<file path="config.mk">
export PLATFORM = sky130hd
export DESIGN_NAME = ifetch_ctrl
export DESIGN_NICKNAME = d
export VERILOG_FILES = /design/src/rtl/ifetch_ctrl.sv
export SDC_FILE = /design/constraint.sdc
export NUM_CORES = 1
export LEC_CHECK = 0
export CAP_MARGIN = 20
export CORE_AREA = 2 2 109 111
export DETAILED_ROUTE_END_ITERATION = 16
export DIE_AREA = 0 0 111 113
export PLACE_DENSITY = 0.77
export SYNTH_ARGS = -nofsm -noshare
export SYNTH_HDL_FRONTEND = slang
export SYNTH_SLANG_ARGS = --single-unit
</file>
<file path="constraint.sdc">
create_clock -name clk -period 2.6 [get_ports clk]
set_input_delay 0.65 -clock clk [delete_from_list [all_inputs] [get_ports clk]]
set_output_delay 0.65 -clock clk [all_outputs]
set_load 0.01 [all_outputs]
</file>
<file path="src/rtl/ifetch_ctrl.sv">
// ifetch_ctrl: instruction-fetch sequencer for the multi-cycle CPU.
// Owns the program counter, runs the imem request/ready handshake, pulses the
// IR load enable in the ready cycle, then hands off to the execute controller
// and waits for exec_done. Absorbs wait states, redirects and fetch faults.
//
// Ports:
//   clk, rst         clock, asynchronous active-high reset
//   run              permits starting new fetches (level)
//   imem_req/addr    fetch request and address (addr always equals pc_out)
//   imem_ready       memory data valid this cycle
//   ir_ena           IR load enable, combinational, high in the ready cycle
//   pc_out           current PC
//   exec_start       one-cycle pulse: IR holds a new instruction
//   exec_done        execute controller finished
//   redirect_valid/pc branch/jump target, sampled with exec_done
//   busy, err, err_code  status; err sticky until rst
//   instr_count      instructions loaded into the IR (wraps)
module ifetch_ctrl #(
  parameter logic [31:0] PC_RESET = 32'h0040_0000,
  parameter logic [15:0] TIMEOUT  = 16'd255
) (
  input  logic        clk,
  input  logic        rst,
  input  logic        run,
  output logic        imem_req,
  output logic [31:0] imem_addr,
  input  logic        imem_ready,
  output logic        ir_ena,
  output logic [31:0] pc_out,
  output logic        exec_start,
  input  logic        exec_done,
  input  logic        redirect_valid,
  input  logic [31:0] redirect_pc,
  output logic        busy,
  output logic        err,
  output logic [1:0]  err_code,
  output logic [31:0] instr_count
);

  localparam int unsigned AW = 32;
  localparam int unsigned WW = 16;
  localparam int unsigned CW = 32;

  localparam logic [1:0] ERR_TIMEOUT  = 2'b01;
  localparam logic [1:0] ERR_MISALIGN = 2'b10;

  typedef enum logic [1:0] {S_IDLE, S_FETCH, S_EXEC, S_ERR} state_e;

  state_e          state_q, state_d;
  logic [AW-1:0]   pc_q, pc_d;
  logic [CW-1:0]   cnt_q, cnt_d;
  logic [WW-1:0]   wait_q, wait_d;
  logic [1:0]      code_q, code_d;
  logic            exec_start_q, exec_start_d;
  logic            timeout_hit_c;
  logic            misaligned_c;

  // Expiry is judged on the count before this edge; ready is checked first so
  // it always wins over a simultaneous expiry.
  always_comb begin
    timeout_hit_c = (TIMEOUT != WW'(0)) && (wait_q == WW'(TIMEOUT - WW'(1)));
    misaligned_c  = redirect_valid && (redirect_pc[1:0] != 2'b00);
  end

  // State register
  always_ff @(posedge clk or posedge rst) begin
    if (rst) state_q <= S_IDLE;
    else     state_q <= state_d;
  end

  // Next-state logic
  always_comb begin
    state_d = state_q;
    case (state_q)
      S_IDLE:  if (run) state_d = S_FETCH;
      S_FETCH: begin
        if (imem_ready)         state_d = S_EXEC;
        else if (timeout_hit_c) state_d = S_ERR;
      end
      S_EXEC: begin
        if (exec_done) begin
          if (misaligned_c) state_d = S_ERR;
          else              state_d = run ? S_FETCH : S_IDLE;
        end
      end
      S_ERR:   state_d = S_ERR;
      default: state_d = S_IDLE;
    endcase
  end

  // Datapath / registered output next values
  always_comb begin
    pc_d         = pc_q;
    cnt_d        = cnt_q;
    wait_d       = wait_q;
    code_d       = code_q;
    exec_start_d = 1'b0;
    case (state_q)
      S_FETCH: begin
        if (imem_ready) begin
          pc_d         = pc_q + AW'(4);
          cnt_d        = cnt_q + CW'(1);
          wait_d       = '0;
          exec_start_d = 1'b1;
        end else if (timeout_hit_c) begin
          code_d = ERR_TIMEOUT;
        end else begin
          wait_d = wait_q + WW'(1);
        end
      end
      S_EXEC: begin
        if (exec_done && redirect_valid) begin
          if (misaligned_c) code_d = ERR_MISALIGN;
          else              pc_d   = redirect_pc;
        end
      end
      default: ;
    endcase
  end

  // Datapath registers
  always_ff @(posedge clk or posedge rst) begin
    if (rst) begin
      pc_q         <= PC_RESET;
      cnt_q        <= '0;
      wait_q       <= '0;
      code_q       <= 2'b00;
      exec_start_q <= 1'b0;
    end else begin
      pc_q         <= pc_d;
      cnt_q        <= cnt_d;
      wait_q       <= wait_d;
      code_q       <= code_d;
      exec_start_q <= exec_start_d;
    end
  end

  assign imem_req    = (state_q == S_FETCH);
  assign ir_ena      = (state_q == S_FETCH) && imem_ready;
  assign busy        = (state_q == S_FETCH) || (state_q == S_EXEC);
  assign err         = (state_q == S_ERR);
  assign err_code    = code_q;
  assign pc_out      = pc_q;
  assign imem_addr   = pc_q;
  assign exec_start  = exec_start_q;
  assign instr_count = cnt_q;

endmodule

</file>
==> results.md, run 1 <==
* Syn_area_per_cell at a little over 9 um2
* Antenna diode count at 0
* H-tree levels at 3
* Routability cong. at 0.918
* Post-Syn Area at 4910 um2
* Clk pwr share at 18.7%
* Final instance area at 6690 um2
* Slew headroom at a little under three fifths
* Detail Route Antenna Nets at 0
* Ys Warns at 0
* Most frequent cells in the layout: clkdlybuf4s50_1, dfrtp_1, nand2_1
* Slew Viols, Final at 0
* Worst vdd ir at 0.594 mV
* Critical path required time at between 1500 and 2000 ps
* Cell Chain, Critical Path: inv_1 > ha_2 > nand2_1 > inv_1 > clkdlybuf4s50_1
* Critical path launch point: state_q[1]$_DFFE_PP0P_
* Register bit count reported by yosys at 85
* Unique cell type count in the Yosys netlist at slightly above 60
* Starting density of the core at a little over two fifths
* Global route overflow at 0
* Initial DRC count at roughly 250
* RSZ-0062 raised after global routing: false
* Fillers at ~940
* Hold_buf cts at 0
* Storage cell area at around 2100 um2
* Switching Fraction at about two fifths
* Cell count after placement at 789
* I/O Buffers at 140
* Worst-path fanout max at 7
* WL per Instance at 16.4 um
* # DRC at 0
* Ys flop type: dfrtp_1
* Initial antenna violation count at 0
* IO Count at 141
* Largest net degree at the start of global routing at 50
* CTS Root Cell: clkbuf_16
* Pint at roughly 4200 uW
* # setup viols final at 0
* Hold path endpoint: instr_count[31]$_DFFE_PP0P_
* Cell family with most CP delay: buffers and inverters
* Least-Margin Pin Slew at ~670 ps
* WL final at 13,200 um
* R2R setup slack at around 360 ps
* Worst path max stage delay at around 530 ps
* Post-DP Area at roughly 6400 um2
* R2R cell count at 7
* Share of layout cells above drive strength 1 at under 10%
* Worst Setup Path Type: reg2out
* Async S/R FF share, synth at between 90% and 100%
* Comb pwr share at about 50%
* Launching point of the worst reg2reg path: state_q[1]$_DFFE_PP0P_
* Die H at roughly 110 um
* Vias/cell at ~5.7
* First drt pass iteration count at 5
* Endpoints failing hold at 0
* Status: completed
* Width of the die at 111 um
* Clk_lat worst skew at 340 ps
* Nets at roughly 700
* Vias in the first global route at between 4,000 and 5,000
* Hold depth at 1
* Fin crit period at roughly 2500 ps
* First-pass GRT wire length at around 22,000 um
* Register area share after synthesis at 43.3%
* Nature of the critical path endpoint: output port
* Total number of vias at 4,613
* Core Footprint at 11,300 um2
* Reg2Reg Capture Point: imem_addr[29]$_DFFE_PP0P_
* CP max-delay cell: clkdlybuf4s50_1
* Multi-input combinational cell area at approximately 2400 um2
* CTS tree: done
* Min-delay src: instr_count[31]$_DFFE_PP0P_
* Fin Clk Skew at about 8.0 ps
* Setup TNS at 0 ps
* Pwr/cell area at between 1000 and 1500 nW/um2
* CP Data Arrival Time at between 1500 and 2000 ps
* Clock sink count at 85
* EDFF count, synth at 0
* Longest Clk Path Bufs at 2
* Num CTS Buffers at 9
* Detailed Place HPWL at between 9000 and 10,000 um
* Worst-path clk slew at about 60 ps
* Reg power frac at 32.0%
* Fmax achieved at 398 MHz
* Hold WC Path Type: reg2reg
* Die area at 12,500 um2
* Final worst path period share at between 90 and 100%
* LEAKAGE at between 0.002 and 0.003 uW
* Syn nets at a little under 600
* CP startpoint kind: flip-flop
* Post-Syn Instances at around 540
* Crit path buf inv count at 3
* GRT Total Usage at a little over a fifth
* Non-Filler Instances at 803
* Area Overhead vs Synth at 36.2%
* Max-cap check violation count at 0
* Rows at 39
* Switching pwr at ~2800 uW
* Crit path top cell by count: inv_1
* Commonest non-fill, non-tap cell in the layout: clkdlybuf4s50_1
==> metal layers <==
metal,global-route usage [%],wire (um)
met1,28.3,5810
met2,34.5,6330
met4,9.00,346
met5,0,0
met3,3.00,704
==> logic make-up (layout without fill, tap and decap cells) <==
logic type                 count (synthesis)  in the layout  share of synthesized area (%)
adders and majority gates                  9              9                           2.29
and+or+nand+nor                          215            215                           23.1
xor gates and xnor gates                  32             32                           5.71
DFF                                       85             85                           43.3
buffers and inverters                     72            196                           8.36
AOI/OAI and AO/OA                        114            114                           15.4
muxes                                      9              9                           1.83
==> metrics by stage <==
| stage | total power, uW | setup WS (ps) | utilization [%] | hold slack, ps |
|---|---|---|---|---|
| floorplan | 4210 | 497 | - | 473 |
| global placement | 5550 | 45.8 | 56.6 | 462 |
| detailed placement | 5670 | 2.49 | 56.6 | 465 |
| CTS | 7000 | 35.3 | 59.3 | 476 |
| global route | 7420 | 1.36 | 59.3 | 499 |
| finish | 6980 | 87.0 | 59.3 | 470 |
==> flip-flops by register name, indices dropped and copies added (netlist names) <==
| signal | flops |
|---|---|
| err_code | 2 |
| exec_start | 1 |
| imem_addr | 32 |
| instr_count | 32 |
| state_q | 2 |
| wait_q | 16 |
==> worst max path at each step <==
stage | to | slack, ps | depth (start not counted)
floorplan | imem_addr[18]$_DFFE_PP0P_ | 500 | 8
global placement | ir_ena | 50 | 4
detailed placement | instr_count[24]$_DFFE_PP0P_ | 2 | 7
CTS | ir_ena | 40 | 4
global route | ir_ena | 1 | 5
finish | ir_ena | 90 | 5
==> cells in the mapped netlist (all sizes together), types with 3 or more instances <==
master   count  area [um2]
dfrtp       84        2100
a22oi        5        37.5
xnor2       25         219
inv         17        63.8
nor3        20         105
and3        14        87.6
a31oi        4        25.0
o22ai       13        81.3
ha           9         113
a21oi       30         150
nor4         6        43.8
nand2       49         184
o22a         3        26.3
o311ai       4        35.0
mux2i        9        90.1
nor3b        3        22.5
o21ai       25         125
o31ai        4        30.0
nand4       18         128
o2bb2ai      7        61.3
and4        11        96.3
and2         4        25.0
xor2         7        61.3
or3          3        18.8
buf         42         298
clkbuf      12        45.0
nand3       40         200
nor2        35         131
==> what timing repair did <==
action / in CTS / in global routing
buffers inserted: 0 / 0
endpoints found under the setup margin: 1 / 1
endpoints found under the hold margin: 0 / 0
resized for setup: 1 / 1
==> layout make-up <==
type	count	share of cell area, %
clock buffer	11	3.78
clock inverter	3	0.692
inverter	18	1.07
multi-input combinational	379	35.5
sequential	85	31.8
tap	143	2.68
timing repair buffer	164	24.4
==> power groups by stage <==
stage / clock network [uW] / registers [uW] / logic, uW
3_3_place_gp: 0 / 2210 / 3340
4_1_cts: 1320 / 2220 / 3460
2_1_floorplan: 0 / 2220 / 2000
5_1_grt: 1370 / 2300 / 3750
3_5_place_dp: 0 / 2240 / 3430
6_report: 1300 / 2240 / 3440
No activity file was read; power rests on OpenSTA's default activity.
==> inputs of run 2 (changes only) <==
--- a/config.mk
+++ b/config.mk
@@ -6,10 +6,9 @@
 export NUM_CORES = 1
 export LEC_CHECK = 0
 export CAP_MARGIN = 20
-export CORE_AREA = 2 2 109 111
+export CORE_AREA = 2 2 134 136
 export DETAILED_ROUTE_END_ITERATION = 16
-export DIE_AREA = 0 0 111 113
-export PLACE_DENSITY = 0.77
+export DIE_AREA = 0 0 136 138
 export SYNTH_ARGS = -nofsm -noshare
 export SYNTH_HDL_FRONTEND = slang
 export SYNTH_SLANG_ARGS = --single-unit
==> results.md, run 2 (synthesized netlist as in run 1, its figures left out) <==
* GRT Total Usage at between 10% and 20%
* Detailed Place HPWL at roughly 11,000 um
* Vias/cell at between 5 and 6
* Starting density of the core at roughly 28%
* Fin Clk Skew at around 12 ps
* Endpoints failing hold at 0
* Most frequent cells in the layout: clkdlybuf4s50_1, dfrtp_1, nand2_1
* Fin crit period at between 2000 and 3000 ps
* Area Overhead vs Synth at 38.3%
* RSZ-0062 raised after global routing: false
* # DRC at 0
* Fmax achieved at approximately 390 MHz
* First-pass GRT wire length at 23,500 um
* Hold depth at 1
* CTS Root Cell: clkbuf_16
* Least-Margin Pin Slew at about 660 ps
* Clk_lat worst skew at about 350 ps
* Final worst slack at between 50 and 60 ps
* Worst-path clk slew at roughly 50 ps
* Pwr/cell area at between 1000 and 1500 nW/um2
* Total number of vias at between 4,000 and 5,000
* Die area at roughly 19,000 um2
* CP Data Arrival Time at 1890 ps
* Worst Setup Path Type: in2out
* Detail Route Antenna Nets at 0
* Slew headroom at between 50% and 60%
* Final worst path period share at a little over nine tenths
* Routability cong. at 0.834
* Initial antenna violation count at 0
* Rows at 49
* WL per Instance at around 16 um
* I/O Buffers at 140
* IO Count at roughly 140
* Longest Clk Path Bufs at 2
* R2R setup slack at about 380 ps
* Antenna diode count at 0
* CTS tree: done
* Min-delay src: instr_count[31]$_DFFE_PP0P_
* Hold WC Path Type: reg2reg
* Launching point of the worst reg2reg path: state_q[1]$_DFFE_PP0P_
* Die H at approximately 140 um
* Slew Viols, Final at 0
* CP startpoint kind: input pin
* Commonest non-fill, non-tap cell in the layout: clkdlybuf4s50_1
* Initial DRC count at 273
* Setup TNS at 0 ps
* WL final at 14,500 um
* Largest net degree at the start of global routing at between 80 and 90
* Worst-path fanout max at 4
* Hold Slack at between 400 and 500 ps
* Nets at approximately 710
* Global route overflow at 0
* LEAKAGE at 0.00276 uW
* Fillers at 1,754
* Share of layout cells above drive strength 1 at under 10%
* Num CTS Buffers at 9
* Critical path required time at about 2000 ps
* Status: completed
* # setup viols final at 0
* H-tree levels at 3
* First drt pass iteration count at 6
* Vias in the first global route at between 4,000 and 5,000
* Pre-CTS setup slack at 39.8 ps
* Worst vdd ir at 0.370 mV
* Hold path endpoint: instr_count[31]$_DFFE_PP0P_
* Core Footprint at 17,500 um2
* Clock sink count at 85
* Max-cap check violation count at 0
* R2R cell count at 8
* Reg2Reg Capture Point: imem_addr[21]$_DFFE_PP0P_
* Width of the die at roughly 140 um
* Nature of the critical path endpoint: output port
==> run 2: cell types whose count changed in the layout (fill, tap and decap cells not counted), sizes merged <==
cell and change:
clkinvlp +1, clkbuf -1, clkdlybuf4s50 +1, buf +2
bufinv +1, dlymetal6s2s -1, clkinv -1
==> run 2: metrics by stage <==
stage               total power, uW  cell area, um2  cells  utilization, %
floorplan                      4210            4910    536               -
global placement               5590            6470    877            36.9
detailed placement             5700            6470    877            36.9
CTS                            7090            6780    891            38.6
global route                   7560            6790    891            38.7
finish                         7080            6790    891            38.7
==> run 2: cell type report <==
cell class	count	area (um2)	share of cell area, %
inverter	18	71.3	1.05
clock inverter	4	75.1	1.11
multi-input combinational	379	2390	35.1
sequential	85	2130	31.3
clock buffer	10	229	3.37
tap	229	287	4.22
timing repair buffer	166	1610	23.8
==> run 2: per-layer routing <==
metal / part of all wire, % / global-route usage [%] / vias up
met4: 1.4 / 5.54 / 0
met5: 0 / 0 / -
met1: 45 / 20.6 / 2255
met3: 5.4 / 3.01 / 13
met2: 48 / 25.3 / 149
li1: - / - / 2176
==> run 2: timing repair <==
item,4_1_cts,5_1_grt
resized for setup,1,2
setup endpoints to repair,1,1
hold buffers,0,0
hold endpoints to repair,0,0
buffers inserted,0,0
==> run 2: worst max-delay path by stage <==
stage / to / depth (start not counted) / start
2_1_floorplan: imem_addr[18]$_DFFE_PP0P_ / 8 / state_q[1]$_DFFE_PP0P_
6_report: ir_ena / 4 / imem_ready
5_1_grt: ir_ena / 4 / imem_ready
3_5_place_dp: imem_addr[21]$_DFFE_PP0P_ / 7 / imem_ready
3_3_place_gp: instr_count[24]$_DFFE_PP0P_ / 7 / imem_ready
4_1_cts: imem_req / 4 / state_q[1]$_DFFE_PP0P_
==> run 2: critical path, stage by stage <==
cell and delay [ps]:
clkdlybuf4s50_1 520, nand2_1 80, inv_1 80, clkdlybuf4s50_1 550
==> run 2: power breakdown <==
part           switching, uW  total (uW)  internal (uW)
clock                    532        1360            831
combinational           1760        3460           1700
sequential               572        2260           1680
==> inputs of run 3 (changes only) <==
--- a/config.mk
+++ b/config.mk
@@ -5,7 +5,6 @@
 export SDC_FILE = /design/constraint.sdc
 export NUM_CORES = 1
 export LEC_CHECK = 0
-export CAP_MARGIN = 20
 export CORE_AREA = 2 2 134 136
 export DETAILED_ROUTE_END_ITERATION = 16
 export DIE_AREA = 0 0 136 138
==> results of run 3 <==
Final layout, timing and power as in run 2 (identical DEF).
==> edit 1 (flow settings as in run 2) <==
Set the localparam `WW` to 32 (it was 16).
--- a/src/rtl/ifetch_ctrl.sv
+++ b/src/rtl/ifetch_ctrl.sv
@@ -38,7 +38,7 @@
 );
 
   localparam int unsigned AW = 32;
-  localparam int unsigned WW = 16;
+  localparam int unsigned WW = 32;
   localparam int unsigned CW = 32;
 
   localparam logic [1:0] ERR_TIMEOUT  = 2'b01;
Check against the original RTL: no difference found for any inputs over 4 cycles, from zero or initial values and one cycle with rst high; that may be too few to reach the edited logic, so the function may still have changed.
==> edit 1 against run 2 <==
Synthesized cell count grew 21%. Utilization grew 6.2 points. Power rose by 3.8%. Worst setup slack better by 0.013 ns. Worst hold slack gained 0.0047 ns. Sequential cell count rose by 16. First-iteration DRC count increased by 34%. Routed wire length grew 17%. Design area is 16% higher. Final cell count rose by 14%. Area after synthesis increased by 20%.
==> edit 1: results (changes against run 2) <==
- Number of distinct standard cells referenced by the synthesized netlist: 68 (was 61)
* Synth Area per Inst: 9.104 um^2 (was 9.160 um^2)
* Drt pass-1 iters: 5 (was 6)
- The area after detailed placement was 0.007600 mm^2 (was 0.006469 mm^2).
* End of the worst register-to-register path: err_code[0] (was imem_addr[21])
- The clock transition at the register clock pins on the worst setup and hold paths after CTS was 0.07 ns (was 0.05 ns).
* Crit. Startpoint: state_q[1] (was imem_ready)
* Routed wire per std cell: 16.79 um (was 16.31 um)
- The launching point of the worst reg2reg path was wait_q[13] (was state_q[1]).
* Pre-CTS setup slack: -0.01344 ns (was 0.03984 ns)
- The setup skew after layout is 0.01121 ns (was 0.01175 ns).
* Combined global-route utilization of all metal layers: 18.58% (was 15.56%)
- Most common library cells after synthesis: sky130_fd_sc_hd__dfrtp_1 (100), sky130_fd_sc_hd__nand2_1 (55), sky130_fd_sc_hd__nor2_1 (45) (was sky130_fd_sc_hd__dfrtp_1 (84), sky130_fd_sc_hd__nand2_1 (49), sky130_fd_sc_hd__nand3_1 (40))
* Count of vias placed by the detailed router: 5,562 (was 4,593)
- Worst reg-to-reg path cell count: 7 (was 8)
- Total Routed Length: 17,040 um (was 14,530 um)
- Status: complete, no violations (unchanged).
* Dominant cells by area after synthesis: sky130_fd_sc_hd__dfrtp_1 (42%), sky130_fd_sc_hd__buf_4 (4.2%), sky130_fd_sc_hd__nand3_1 (3.6%) (was sky130_fd_sc_hd__dfrtp_1 (43%), sky130_fd_sc_hd__buf_4 (5.0%), sky130_fd_sc_hd__xnor2_1 (4.5%))
- Top fanout value on the critical path: 8 (was 4)
* Worst vdd rail ir drop: 0.4928 mV (was 0.3703 mV)
* Maximum number of pins on one net before global-route repair: 102 (was 86)
- Number of fillers in the final layout: 1,727 (was 1,754)
* Final GP Congestion: 0.8612 (was 0.8339)
- Share of post-route cells with drive strength above 1: 10.31% (was 7.553%)
- Sequential element share of the synthesized area: 42.86% (was 43.35%)
- The final HPWL from detailed placement came to 12,220 um (was 10,580 um).
* Worst-case register-to-register setup slack: 0.12 ns (was 0.38 ns)
- Worst hold slack after final layout: 0.4750 ns (was 0.4703 ns)
[edit 1: per-layer routing]
layer	GRT usage, %	up-vias	routed length (um)
met3	2.824	16	861
met4	5.757	0	233
li1	-	2646	-
met1	24.05	2735	7622
met2	31.76	165	8326
met5	0	-	0
[edit 1: what timing repair did]
action,CTS,global route
setup endpoints to repair,3,2
endpoints found under the hold margin,0,0
gates resized for setup,1,2
[edit 1: worst max-delay path, delay by kind of cell (launching register included)]
kind | cells | cell delay [ns]
adders and majority gates | 1 | 0.43
buffers and inverters | 2 | 0.67
DFF | 1 | 0.42
[edit 1: layout make-up]
| cell class | instances | area (um^2) | area share [%] |
|---|---|---|---|
| Clock buffer | 12 | 246.5 | 3.129 |
| Multi-Input combinational cell | 468 | 2930 | 37.20 |
| Clock inverter | 3 | 21.27 | 0.2700 |
| Tap cell | 229 | 286.5 | 3.637 |
| Inverter | 15 | 60.06 | 0.7624 |
| Timing Repair Buffer | 187 | 1804 | 22.90 |
| Sequential cell | 101 | 2529 | 32.10 |
[edit 1: logic make-up (layout without fill, tap and decap cells)]
kind of cell | after synthesis | count (layout) | share of synthesized area, %
xor+xnor | 33 | 33 | 4.899
fa+ha+maj | 9 | 9 | 1.909
mux | 4 | 4 | 0.6787
simple gates | 273 | 273 | 24.73
buf+inv | 79 | 217 | 7.762
flops | 101 | 101 | 42.86
compound gates | 149 | 149 | 17.16
[edit 1: where the power goes]
group | internal (uW) | switching, uW
Clock | 674 | 607
Combinational | 1840 | 1900
Sequential | 1880 | 454
Total | 4390 | 2960
[edit 1: worst max path at each step]
stage	end	slack (ns)	cells past startpoint
after floorplan	imem_addr[8]	0.16	10
after global placement	wait_q[6]	0.04	7
after detailed placement	wait_q[6]	-0.01	7
after CTS	busy	0.006	3
after global routing	ir_ena	-0.02	5
final	busy	0.07	3
==> edit 2 (config.mk and constraints of run 2) <==
Made on the original files. The 4 states of `state_e` get a one-hot encoding in 4 bits.
--- a/src/rtl/ifetch_ctrl.sv
+++ b/src/rtl/ifetch_ctrl.sv
@@ -44,7 +44,7 @@
   localparam logic [1:0] ERR_TIMEOUT  = 2'b01;
   localparam logic [1:0] ERR_MISALIGN = 2'b10;
 
-  typedef enum logic [1:0] {S_IDLE, S_FETCH, S_EXEC, S_ERR} state_e;
+  typedef enum logic [3:0] {S_IDLE = 4'b0001, S_FETCH = 4'b0010, S_EXEC = 4'b0100, S_ERR = 4'b1000} state_e;
 
   state_e          state_q, state_d;
   logic [AW-1:0]   pc_q, pc_d;
Formal check against the unedited RTL: same outputs for any inputs over 4 cycles, from zero or initial values and one cycle with rst high; so few cycles prove little.
==> edit 2 against run 2 <==
Area after synthesis increased by 3.9%. Design area increased by 3.2%. Sequential cell count increased by 2. Synthesized cell count increased by 6.5%. Worst setup slack improved by 0.082 ns. Routed wire length increased by 4.7%. Largest cell class unchanged. First-iteration DRC count increased by 34%.
Power is not compared: it rests on default switching activity, and its combinational part moved more than twofold at a synthesized area within 25%.
==> edit 2: results (changes against run 2) <==
- Non-filler instance count after layout: 925 (was 891)
- Net count of the finished layout: 733 (was 706)
- Slew Limit Headroom: 59.17% (was 55.91%)
- Final min period: 2.460 ns (was 2.541 ns)
- Final worst clock skew: 0.009839 ns (was 0.01175 ns)
- WL met1: 6664 um (was 6524 um)
- The met1 track demand over resource in global routing was 21.21% (was 20.56%).
- DR WL met3: 915 um (was 788 um)
- The count of multi-input gates came to 402 (was 379).
* Clock buf/inv share: 4.178% (was 4.478%)
- DRC marker count from the first detailed-route iteration: 365 (was 273)
- Dominant cells by area after synthesis: sky130_fd_sc_hd__dfrtp_1 (42%), sky130_fd_sc_hd__buf_4 (4.9%), sky130_fd_sc_hd__xnor2_1 (4.1%) (was sky130_fd_sc_hd__dfrtp_1 (43%), sky130_fd_sc_hd__buf_4 (5.0%), sky130_fd_sc_hd__xnor2_1 (4.5%)).
- Met3 Track Usage GR: 3.484% (was 3.007%)
- Register area: 0.002180 mm^2 (was 0.002128 mm^2)
* Sinks on the clock net: 87 (was 85)
* Final GP Congestion: 0.8390 (was 0.8339)
* Number of distinct standard cells referenced by the synthesized netlist: 65 (was 61)
- Startpoint of the worst register-to-register path: state_q[2] (was state_q[1])
- The fraction of standard cell area in multi-input logic was 35.62% (was 35.15%).
* Synthesized netlist net count: 613 (was 583)
- End of the worst register-to-register path: imem_addr[22] (was imem_addr[21])
- Synth Instances: 571 (was 536)
* Worst hold slack after final layout: 0.4798 ns (was 0.4703 ns)
* Maximum number of pins on one net before global-route repair: 69 (was 86)
- Clk_buf instances: 13 (was 10)
* Data arrival time at the worst-slack endpoint: 1.81 ns (was 1.89 ns)
- Combined global-route utilization of all metal layers: 16.21% (was 15.56%)
- The critical-path maximum fanout is 5 (was 4).
- The minimum setup slack after placement is 0.08086 ns (was 0.03984 ns).
- Cell total after placement: 909 (was 877)
- Crit path kind: reg -> out (was in -> out)
- Total of plain and repair buffers excluding clock buffers: 172 (was 166)
* Via density per instance: 5.178 (was 5.155)
- Status: complete, no violations (unchanged)
- Via count of the first global-routing pass: 4,613 (was 4,506)
- The final wirelength was 15,220 um (was 14,530 um).
- Most common library cells after synthesis: sky130_fd_sc_hd__dfrtp_1 (85), sky130_fd_sc_hd__nand2_1 (54), sky130_fd_sc_hd__nor2_1 (40) (was sky130_fd_sc_hd__dfrtp_1 (84), sky130_fd_sc_hd__nand2_1 (49), sky130_fd_sc_hd__nand3_1 (40)).
- Wire length of the first global-routing pass: 24,200 um (was 23,520 um)
==> edit 2: kinds of logic (layout without fill, tap and decap cells) <==
group | after synthesis | in the layout | share of synthesized area [%]
DFF | 87 | 87 | 42.72
buffers and inverters | 82 | 207 | 8.730
adders and majority gates | 4 | 4 | 0.9809
xor gates and xnor gates | 36 | 36 | 6.179
and+or+nand+nor | 218 | 218 | 22.76
AOI/OAI and AO/OA | 137 | 137 | 17.26
muxes | 7 | 7 | 1.373
==> edit 2: metrics by stage <==
| stage | util [%] | area (um^2) |
|---|---|---|
| finish | 39.97 | 7008 |
| global route | 39.97 | 7008 |
| CTS | 39.95 | 7005 |
| detailed placement | 38.25 | 6708 |
| global placement | 38.25 | 6708 |
| floorplan | - | 5106 |
==> edit 2: timing repair <==
action | 4_1_cts | 5_1_grt
hold endpoints to repair | 0 | 0
buffers inserted | 0 | 0
hold buffers | 0 | 0
gates resized for setup | 5 | 4
endpoints found under the setup margin | 4 | 7
